`src/rtl/adder_seq_pkg.sv`:
```
// Shared definitions for the multicycle adder sequencer family:
// FSM encoding and the chunk-width configuration check.
package adder_seq_pkg;

    typedef enum logic [1:0] {
        ST_IDLE = 2'd0,
        ST_RUN  = 2'd1,
        ST_DONE = 2'd2
    } seq_state_e;

    // True when a W-bit word splits into whole chunks of a nonzero width not exceeding W.
    function automatic bit width_cfg_ok(input int unsigned w, input int unsigned chunk);
        return (chunk != 0) && (chunk <= w) && ((w % chunk) == 0);
    endfunction

endpackage

```
`src/rtl/multicycle_adder_sequencer.sv`:
```
// Sequences a W-bit add through an external CHUNK-bit adder core, LSB chunk first,
// carrying the core's carry-out between cycles through carry_q.
module multicycle_adder_sequencer
    import adder_seq_pkg::*;
#(
    parameter int unsigned W     = 64,
    parameter int unsigned CHUNK = 16
) (
    input  logic             clk,
    input  logic             rst_n,
    input  logic             in_valid,
    output logic             in_ready,
    input  logic [W-1:0]     in_a,
    input  logic [W-1:0]     in_b,
    input  logic             in_cin,
    output logic             out_valid,
    input  logic             out_ready,
    output logic [W-1:0]     out_y,
    output logic             out_cout,
    output logic [CHUNK-1:0] add_a,
    output logic [CHUNK-1:0] add_b,
    output logic             add_cin,
    input  logic [CHUNK-1:0] add_y,
    input  logic             add_cout
);

    localparam int unsigned NCHUNK = W / CHUNK;
    localparam int unsigned IW     = (NCHUNK > 1) ? $clog2(NCHUNK) : 1;
    localparam logic [IW-1:0] LAST_IDX = IW'(NCHUNK - 1);

    if (!width_cfg_ok(W, CHUNK)) begin : g_bad_cfg
        $error("multicycle_adder_sequencer: W must be a nonzero multiple of CHUNK");
    end

    seq_state_e        state_q, state_d;
    logic [W-1:0]      a_q, a_d;
    logic [W-1:0]      b_q, b_d;
    logic [W-1:0]      y_q, y_d;
    logic              carry_q, carry_d;
    logic [IW-1:0]     idx_q, idx_d;
    logic              in_ready_q, in_ready_d;
    logic              out_valid_q, out_valid_d;
    logic [CHUNK-1:0]  add_a_q, add_a_d;
    logic [CHUNK-1:0]  add_b_q, add_b_d;
    logic              add_cin_q, add_cin_d;

    // Next-state, datapath and registered-output decode.
    always_comb begin
        state_d  = state_q;
        a_d      = a_q;
        b_d      = b_q;
        y_d      = y_q;
        carry_d  = carry_q;
        idx_d    = idx_q;

        unique case (state_q)
            ST_IDLE: begin
                if (in_valid) begin
                    a_d     = in_a;
                    b_d     = in_b;
                    carry_d = in_cin;
                    idx_d   = '0;
                    state_d = ST_RUN;
                end
            end
            ST_RUN: begin
                y_d[32'(idx_q) * CHUNK +: CHUNK] = add_y;
                carry_d = add_cout;
                if (idx_q == LAST_IDX) begin
                    state_d = ST_DONE;
                end else begin
                    idx_d = idx_q + IW'(1);
                end
            end
            ST_DONE: begin
                if (out_ready) begin
                    state_d = ST_IDLE;
                end
            end
            default: state_d = ST_IDLE;
        endcase

        // Core ports are registered from next state so they are valid the whole RUN cycle.
        in_ready_d  = (state_d == ST_IDLE);
        out_valid_d = (state_d == ST_DONE);
        add_a_d     = '0;
        add_b_d     = '0;
        add_cin_d   = 1'b0;
        if (state_d == ST_RUN) begin
            add_a_d   = a_d[32'(idx_d) * CHUNK +: CHUNK];
            add_b_d   = b_d[32'(idx_d) * CHUNK +: CHUNK];
            add_cin_d = carry_d;
        end
    end

    always_ff @(posedge clk or negedge rst_n) begin
        if (!rst_n) begin
            state_q     <= ST_IDLE;
            a_q         <= '0;
            b_q         <= '0;
            y_q         <= '0;
            carry_q     <= 1'b0;
            idx_q       <= '0;
            in_ready_q  <= 1'b1;
            out_valid_q <= 1'b0;
            add_a_q     <= '0;
            add_b_q     <= '0;
            add_cin_q   <= 1'b0;
        end else begin
            state_q     <= state_d;
            a_q         <= a_d;
            b_q         <= b_d;
            y_q         <= y_d;
            carry_q     <= carry_d;
            idx_q       <= idx_d;
            in_ready_q  <= in_ready_d;
            out_valid_q <= out_valid_d;
            add_a_q     <= add_a_d;
            add_b_q     <= add_b_d;
            add_cin_q   <= add_cin_d;
        end
    end

    assign in_ready  = in_ready_q;
    assign out_valid = out_valid_q;
    assign out_y     = y_q;
    assign out_cout  = carry_q;
    assign add_a     = add_a_q;
    assign add_b     = add_b_q;
    assign add_cin   = add_cin_q;

endmodule

```
`config.mk`:
```
export PLATFORM = sky130hd
export DESIGN_NAME = multicycle_adder_sequencer
export DESIGN_NICKNAME = d
export VERILOG_FILES = /design/src/rtl/adder_seq_pkg.sv /design/src/rtl/multicycle_adder_sequencer.sv
export SDC_FILE = /design/constraint.sdc
export NUM_CORES = 1
export LEC_CHECK = 0
export CAP_MARGIN = 10
export CORE_ASPECT_RATIO = 0.5
export CORE_MARGIN = 1.5
export CORE_UTILIZATION = 40
export DETAILED_ROUTE_END_ITERATION = 10
export GPL_ROUTABILITY_DRIVEN = 1
export PLACE_DENSITY_LB_ADDON = 0.08
export SLEW_MARGIN = 5
export SYNTH_ARGS = -nofsm -noshare
export SYNTH_HDL_FRONTEND = slang
export SYNTH_SLANG_ARGS = --single-unit
```
`constraint.sdc`:
```
create_clock -name clk -period 2 [get_ports clk]
set_input_delay 0.2 -clock clk [delete_from_list [all_inputs] [get_ports clk]]
set_output_delay 0.2 -clock clk [all_outputs]
set_load 0.01 [all_outputs]
```
==> flow_summary.toml, run 1 <==
[sta]
fmax_ghz = 0.537
setup_viol = 0
rsz0062_at_grt = "no"
fin_crit_ns = 1.86
slew_headroom = 0.686
setup_ws_ns = 0.139
report.final.hold_viol_count = 0
timing.final.crit_share = 0.930
slew_violations = 0
hold_slack_ns = 0.187
skew_ns = 0.00757
tns_ns = 0
tightest_slew_ns = 0.471

[finish]
nets = 1040
fillers = 1885
drive_above_1_share = 0.242
post-route-util = 0.579
syn_to_final_growth_pct = 42.0
register_area_um2 = 5810
stdcell_area_um2 = 13200
multi_input_area_um2 = 3210

[worst_setup_path]
max_stage_delay_ns = 0.47
rrSetupSlack_ns = 0.14
crit_top_cell = "buf_12"
cp_max_fo = 17
worst_r2r_path_depth = 6
startpoint_type = "flop"
critPathRequiredTime_ns = 2.37
reg2reg_from = "state_q[1]$_DFF_PN0_"
crit_path_end_kind = "flop"
slowest_stage = "dfrtp_1"
critPathKind = "reg2reg"
crit_start = "state_q[1]$_DFF_PN0_"
arrival_ns = 2.23
reg2reg_to = "add_b[10]$_DFF_PN0_"
crit_chain = "nor3b_4 > buf_12 > buf_12 > mux2_2 > mux2i_1 > o22ai_1"

[clocking]
clkLatencyLatePin_ns = 0.51
cts_tree = "built"
cts_buffer_depth = 3
cts_buffers = 21
clk_pin_slew_ns = 0.07
cts_resized = 0
h-tree-depth = 1
clkSinkCount = 232
cts_root_buf = "clkbuf_16"

[global_routing]
grt_start_max_net_pins = 54
antenna_found_initial = 1
first_global_vias = 6261
grt_usage = 0.190
overflow = 0
grt_pass1_wl_um = 35800

[yosys]
netlist_top_cells_area = "dfrtp_1 (62%), mux2_2 (15%), mux2i_1 (6.9%), a22o_1 (6.0%), o22ai_1 (2.2%)"
synth_top_area_cell = "dfrtp_1"
yosysSeqAreaShare = 0.625
ys_warn_count = 0
ys_seq_elements = 232
ys_types = 30
synth_nets = 756
synth_top_area_share = 0.622
postSynthCellCount = 599
syn-cell-area_um2 = 9290
avgSynthCellArea_um2 = 15.5

[placed_design]
post-place-ws_ns = -0.0652
place_hpwl_um = 15900
place_congestion = 0.748
io_buffers = 249
dpl_cell_area_um2 = 12500

[drt]
wl_um = 22700
wl_per_cell_um = 18.8
detail_route.drc_violations = 0
firstDrtPassIters = 4
final_antenna_net_count = 0
drtIter0Drc = 356
via_per_inst = 4.98
vias = 6003

[power_and_ir_drop]
p_leak_nw = 5.72
ir_drop_mv = 1.07
power.density_nw_per_um2 = 1700

[job]
maxCapViolCount = 0

[floorplanning]
dieHeight_um = 111
start_util = 0.408
dieArea_um2 = 24200
row_count = 39
ios = 250
fp.dieW_um = 219
core_area_um2 = 22800

[run_status]
status = "finished, final reports clean"

[hold_path]
hold_class = "in2async"
==> Yosys cell counts, drive strengths merged <==
cell type	n
nand3b	1
nor4	3
ha	7
o22ai	33
dfstp	1
o21ai	3
o2bb2ai	1
nor3b	1
nand2b	4
nor4b	1
mux2i	64
a21oi	2
clkbuf	11
a22o	64
mux2	128
and2	1
inv	4
nor2	1
or3	1
dfrtp	231
o21bai	1
buf	27
a221o	1
and2b	1
nand2	7
==> stage by stage <==
step	instances	power [mW]
CTS	1205	22.7
global placement	1166	18.2
detailed placement	1166	18.5
global route	1205	23.8
finish	1206	22.4
floorplan	599	14.2
==> cells in the final DEF, fill, tap and decap left out, drive strengths merged <==
| cell | Yosys | layout |
|---|---|---|
| nand2b | 4 | 4 |
| dfrtp | 231 | 231 |
| nand2 | 7 | 7 |
| o21ai | 3 | 3 |
| ha | 7 | 7 |
| mux2 | 128 | 128 |
| bufinv | 0 | 2 |
| clkdlybuf4s50 | 0 | 248 |
| dfstp | 1 | 1 |
| o22ai | 33 | 33 |
| dlygate4sd3 | 0 | 1 |
| nor4 | 3 | 3 |
| nand3b | 1 | 1 |
| diode | 0 | 1 |
| clkinv | 0 | 5 |
| nor4b | 1 | 1 |
| a22o | 64 | 64 |
| or3 | 1 | 1 |
| mux2i | 64 | 64 |
| inv | 4 | 5 |
| a221o | 1 | 1 |
| o21bai | 1 | 1 |
| clkinvlp | 0 | 2 |
| clkbuf | 11 | 28 |
| buf | 27 | 50 |
| nor3b | 1 | 1 |
| and2b | 1 | 1 |
| a21oi | 2 | 2 |
| and2 | 1 | 1 |
| nor2 | 1 | 1 |
| o2bb2ai | 1 | 1 |
==> power by group <==
part	internal, mW	switching, mW
Clock	2.32	1.78
Combinational	5.77	4.55
Sequential	7.00	0.945
==> repair_timing <==
action / in CTS / in global routing
setup buffers: 0 / 0
hold endpoints to repair: 47 / 0
hold buffers: 1 / 0
==> worst max-delay path, delay by kind of cell, from the launching register on <==
family,cells,cell delay (ns)
compound gates,1,0.10
buf+inv,2,0.36
flops,1,0.47
mux,2,0.50
simple gates,1,0.28
==> metal layers <==
metal,GRT usage,vias up,wire length [um]
met3,0.0442,24,1150
li1,-,2780,-
met2,0.306,133,10800
met1,0.264,3066,10500
met5,0,-,0
met4,0.0340,0,306
==> sequential cells by signal, indices dropped and copies added, names as in the netlist <==
| register | flops |
|---|---|
| add_cin | 1 |
| b_q | 64 |
| out_cout | 1 |
| add_b | 16 |
| add_a | 16 |
| a_q | 64 |
| out_y | 64 |
| in_ready | 1 |
| out_valid | 1 |
| state_q | 2 |
| idx_q | 2 |
==> cells by family after synthesis <==
logic type	Yosys count	synth area share
AOI/OAI and AO/OA	105	0.0881
and+or+nand+nor	21	0.0213
adders and majority gates	7	0.00943
buffers and inverters	42	0.0322
muxes	192	0.224
DFF	232	0.625
==> worst max-delay path by stage <==
| stage | endpoint | slack [ns] |
|---|---|---|
| final | add_b[10]$_DFF_PN0_ | 0.14 |
| after global routing | add_b[1]$_DFF_PN0_ | 0.03 |
| after detailed placement | add_b[8]$_DFF_PN0_ | -0.07 |
| after floorplan | out_y[22]$_DFFE_PN0P_ | 0.05 |
| after global placement | add_b[3]$_DFF_PN0_ | -0.07 |
| after CTS | add_b[10]$_DFF_PN0_ | 0.12 |
==> final cells by class <==
class                   instances  share of cell area
diodes                          1            0.000190
clock buffers                  28              0.0441
clock inverters                10             0.00854
inverters                       4             0.00114
multi-input cells             325               0.244
flip-flops and latches        232               0.440
well taps                     307              0.0291
repair buffers                299               0.233
(Power assumes the default switching activity.)
==> run 2, diff against run 1 <==
--- a/config.mk
+++ b/config.mk
@@ -8,7 +8,8 @@
 export CAP_MARGIN = 10
 export CORE_ASPECT_RATIO = 0.5
 export CORE_MARGIN = 1.5
-export CORE_UTILIZATION = 40
+export CORE_UTILIZATION = 30
+export CTS_CLUSTER_SIZE = 40
 export DETAILED_ROUTE_END_ITERATION = 10
 export GPL_ROUTABILITY_DRIVEN = 1
 export PLACE_DENSITY_LB_ADDON = 0.08
==> run 2 against run 1 <==
Against the previous run:
- non-clock buffer count rose by 10
- hold slack got worse by 0.00085 ns
- setup slack got worse by 0.020 ns
- design area rose by 2.0%
- critical path depth did not move
- via count barely moved
- final cell count rose by 8.5%
- routed wire length rose by 7.6%
- power rose by 2.9%
- sequential share of layout area fell by 0.82 points
- critical path type unchanged
==> flow_summary.toml, run 2 (synthesis results as in run 1) <==
[finish]
final_common_cell = "clkdlybuf4s50_1"
nets = 1052
syn_to_final_growth_pct = 44.8
register_area_um2 = 5810
diodes = 0
layout_common_cells = "clkdlybuf4s50_1 (248), dfrtp_1 (227), mux2_2 (120), mux2i_1 (64), a22o_1 (64)"
drive_above_1_share = 0.255
multi_input_area_um2 = 3210
post-route-util = 0.442
fillers = 2786

[sta]
timing.final.crit_share = 0.941
fmax_ghz = 0.532
fin_crit_ns = 1.88
slew_headroom = 0.751
setup_ws_ns = 0.119
tightest_slew_ns = 0.374
skew_ns = 0.00702
rsz0062_at_grt = "no"
setup_viol = 0
hold_slack_ns = 0.186
report.final.hold_viol_count = 0
slew_violations = 0

[worst_setup_path]
crit_chain = "nor3b_4 > buf_12 > buf_4 > mux2_2 > mux2i_1 > o22ai_1"
reg2reg_to = "add_a[10]$_DFF_PN0_"
path_depth = 6
rrSetupSlack_ns = 0.12
critPathRequiredTime_ns = 2.38
critPathCapture = "add_a[10]$_DFF_PN0_"
cp_top_family = "multiplexers"
startpoint_type = "flop"
slowest_stage = "dfrtp_2"
crit_start = "state_q[0]$_DFF_PN0_"
reg2reg_from = "state_q[0]$_DFF_PN0_"
max_stage_delay_ns = 0.48
critPathKind = "reg2reg"
path_buf_inv = 2
worst_r2r_path_depth = 6
crit_path_end_kind = "flop"
cp_max_fo = 17
arrival_ns = 2.27

[global_routing]
grt_usage = 0.154
grt_use_met2 = 0.274
overflow = 0
first_global_vias = 6605
grtUsageMet3 = 0.0316
grt_start_max_net_pins = 51
busiest_layer = "met2"
antenna_found_initial = 0
grt_pass1_wl_um = 38300
gr-usage-met1 = 0.197

[drt]
detail_route.drc_violations = 0
final_antenna_net_count = 0
wl_per_cell_um = 18.7
firstDrtPassIters = 4
drtIter0Drc = 192
via_per_inst = 4.59
wl_um = 24500
vias = 6008

[clocking]
clkSinkCount = 232
clk_pin_slew_ns = 0.07
cts_buffer_depth = 3
cts_root_buf = "clkbuf_16"
h-tree-depth = 1
cts_tree = "built"
clkLatencyLatePin_ns = 0.51
cts_buffers = 23

[hold_path]
hold_class = "in2async"

[power_and_ir_drop]
ir_drop_mv = 0.781
p_leak_nw = 5.80
power.density_nw_per_um2 = 1710

[floorplanning]
row_count = 45
start_util = 0.306
core_area_um2 = 30400
ios = 250
fp.dieW_um = 252
dieArea_um2 = 32100
dieHeight_um = 127

[placed_design]
place_congestion = 0.711
post-place-ws_ns = -0.107
place_hpwl_um = 17100
io_buffers = 249

[run_status]
status = "finished, final reports clean"

[job]
maxCapViolCount = 0
## run 2: cell count changes in the layout (fill, tap and decap cells not counted), sizes merged
cell	change
clkbuf	+4
inv	-1
diode	-1
clkinvlp	-1
buf	+10
bufinv	-1
## run 2: timing repair
item | 4_1_cts | 5_1_grt
hold endpoints to repair | 206 | 0
endpoints found under the setup margin | 2 | 24
pin swaps | 0 | 1
hold buffers | 1 | 0
gates cloned | 0 | 0
gates resized for setup | 1 | 2
setup buffers | 0 | 2
## run 2: how the worst min path moves through the flow
stage,end,from,cells after the start,slack [ns]
after floorplan,a_q[0]$_DFF_PN0_,rst_n,0,-0.1
after global placement,out_y[46]$_DFFE_PN0P_,rst_n,1,0.13
after detailed placement,out_y[10]$_DFFE_PN0P_,rst_n,1,0.13
after CTS,out_y[57]$_DFFE_PN0P_,rst_n,2,0.17
after global routing,out_y[10]$_DFFE_PN0P_,rst_n,2,0.19
final,out_y[10]$_DFFE_PN0P_,rst_n,2,0.19
## run 2: layer usage
layer / share of wire / wire length (um)
met5: 0 / 0
met4: 0.013 / 327
met3: 0.035 / 862
met2: 0.51 / 12400
met1: 0.44 / 10800
## run 2: final cells by class
cell class | instances | share of cell area
Timing Repair Buffer | 309 | 0.237
Clock inverter | 7 | 0.00465
Clock buffer | 32 | 0.0490
Sequential cell | 232 | 0.432
Tap cell | 399 | 0.0371
Inverter | 4 | 0.00112
Multi-Input combinational cell | 325 | 0.239
## run 2: where the power goes
part           switching [mW]  internal [mW]  leakage [nW]
registers                1.01           7.01          2.89
clock network            1.82           2.42         0.358
logic                    4.61           6.13          2.56
## run 2: stage by stage
step                      total power, mW  TNS, ns  cell area (um^2)  cells
after floorplan                      14.2        0              9290    599
after global routing                 24.6        0             13500   1308
after detailed placement             19.0    -2.03             12700   1266
after global placement               18.9    -2.15             12700   1266
after CTS                            23.4        0             13400   1306
final                                23.0        0             13500   1308
==> run 3, diff against run 2 <==
--- a/config.mk
+++ b/config.mk
@@ -9,7 +9,6 @@
 export CORE_ASPECT_RATIO = 0.5
 export CORE_MARGIN = 1.5
 export CORE_UTILIZATION = 30
-export CTS_CLUSTER_SIZE = 40
 export DETAILED_ROUTE_END_ITERATION = 10
 export GPL_ROUTABILITY_DRIVEN = 1
 export PLACE_DENSITY_LB_ADDON = 0.08
==> run 3 against run 2 <==
Against the previous run:
- die area stayed put
- power is 0.30% higher
- via count is 0.12% higher
- count of clock-buffer cells in the layout is 1 higher
- maximum frequency is 0.15% lower
- hold slack hardly changed
- critical path depth stayed put
- largest power group unchanged
==> flow_summary.toml, run 3 (synthesis results as in run 1) <==
[run_status]
status = "finished, final reports clean"

[drt]
detail_route.drc_violations = 0
wl_per_cell_um = 18.7
via_per_inst = 4.60
wl_um = 24500
firstDrtPassIters = 4
drtIter0Drc = 203
vias = 6015
final_antenna_net_count = 0

[sta]
rsz0062_at_grt = "no"
setup_viol = 0
slew_headroom = 0.751
fin_crit_ns = 1.88
report.final.hold_viol_count = 0
timing.final.crit_share = 0.942
tightest_slew_ns = 0.374
slew_violations = 0
skew_ns = 0.00614
fmax_ghz = 0.531
hold_slack_ns = 0.186

[clocking]
cts_buffers = 23
clkLatencyLatePin_ns = 0.51
cts_root_buf = "clkbuf_16"
cts_buffer_depth = 3
h-tree-depth = 1
cts_tree = "built"
clkSinkCount = 232
clk_pin_slew_ns = 0.07

[global_routing]
antenna_found_initial = 0
grt_start_max_net_pins = 51
grt_pass1_wl_um = 38400
gr-usage-met1 = 0.197
overflow = 0
first_global_vias = 6612
busiest_layer = "met2"
grtUsageMet3 = 0.0308
grt_usage = 0.154
grt_use_met2 = 0.274

[finish]
drive_above_1_share = 0.256
layout_common_cells = "clkdlybuf4s50_1 (248), dfrtp_1 (227), mux2_2 (120), mux2i_1 (64), a22o_1 (64)"
fin_cells = 1308
syn_to_final_growth_pct = 45.0
post-route-util = 0.443
final_common_cell = "clkdlybuf4s50_1"
nets = 1052
diodes = 0
stdcell_area_um2 = 13500
fillers = 2784

[worst_setup_path]
cp_max_fo = 17
crit_path_end_kind = "flop"
critPathKind = "reg2reg"
slowest_stage = "dfrtp_2"
crit_chain = "nor3b_4 > buf_12 > buf_4 > mux2_2 > mux2i_1 > o22ai_1"
worst_r2r_path_depth = 6
max_stage_delay_ns = 0.48
critPathRequiredTime_ns = 2.39
arrival_ns = 2.27
startpoint_type = "flop"

[floorplanning]
row_count = 45
dieHeight_um = 127
start_util = 0.306
dieArea_um2 = 32100
fp.dieW_um = 252
core_area_um2 = 30400
ios = 250

[placed_design]
io_buffers = 249
place_hpwl_um = 17100
dp_cells = 1266
place_congestion = 0.711
dpl_cell_area_um2 = 12700

[job]
maxCapViolCount = 0

[power_and_ir_drop]
pwr-share-seq = 0.347
clkPwrFrac = 0.187
p_sw_mw = 7.44
power.density_nw_per_um2 = 1710
p_int_mw = 15.6
ir_drop_mv = 0.777
p_comb_frac = 0.466
p_leak_nw = 5.81
power_mw = 23.1
sw_frac_of_total = 0.322

[hold_path]
hold_class = "in2async"
==> run 3: layout make-up <==
class | count | area (um^2) | area share
clock buffers | 33 | 683 | 0.0507
clock inverters | 6 | 57.6 | 0.00427
inverters | 4 | 15.0 | 0.00111
multi-input cells | 325 | 3210 | 0.239
flip-flops and latches | 232 | 5810 | 0.431
well taps | 399 | 499 | 0.0371
repair buffers | 309 | 3190 | 0.237
==> run 3: routing by layer <==
| layer | wire length [um] | share of wire |
|---|---|---|
| met1 | 10900 | 0.44 |
| met2 | 12400 | 0.51 |
| met3 | 825 | 0.034 |
| met4 | 367 | 0.015 |
| met5 | 0 | 0 |
==> run 3: final timing paths <==
check,start,end,slack [ns]
max,state_q[0]$_DFF_PN0_,add_a[10]$_DFF_PN0_,0.12
min,rst_n,out_y[10]$_DFFE_PN0P_,0.19
max reg2reg,state_q[0]$_DFF_PN0_,add_a[10]$_DFF_PN0_,0.12
min reg2reg,b_q[9]$_DFF_PN0_,b_q[9]$_DFF_PN0_,0.48
max in group asynchronous,rst_n,out_y[0]$_DFFE_PN0P_,1.15
min in group clk,in_b[18],b_q[18]$_DFF_PN0_,0.30
==> run 3: power groups by stage <==
stage / Sequential [mW] / Combinational [mW] / Clock (mW)
6_report: 8.02 / 10.7 / 4.31
5_1_grt: 8.32 / 11.6 / 4.68
4_1_cts: 8.06 / 11.0 / 4.48
3_5_place_dp: 8.12 / 10.9 / 0
3_3_place_gp: 8.08 / 10.8 / 0
2_1_floorplan: 8.27 / 5.96 / 0
==> run 3: per-stage QoR <==
| step | worst slack, ns | setup TNS (ns) |
|---|---|---|
| 3_3_place_gp | -0.0962 | -2.15 |
| 6_report | 0.116 | 0 |
| 4_1_cts | 0.0480 | 0 |
| 3_5_place_dp | -0.107 | -2.03 |
| 2_1_floorplan | 0.0510 | 0 |
| 5_1_grt | 0.0101 | 0 |
==> run 3: critical path, delay by kind of cell, from the launching register on <==
family | cells | cell delay, ns
multiplexers | 2 | 0.52
AND/OR/NAND/NOR | 1 | 0.26
AO/OA/AOI/OAI | 1 | 0.10
buffers and inverters | 2 | 0.38
flip-flops | 1 | 0.48
==> run 3: repair_timing <==
item,4_1_cts,5_1_grt
pin swaps,0,1
hold endpoints to repair,206,0
setup endpoints to repair,2,24
cloned,0,0
gates resized for setup,1,2
hold buffers,1,0
setup buffers,0,2
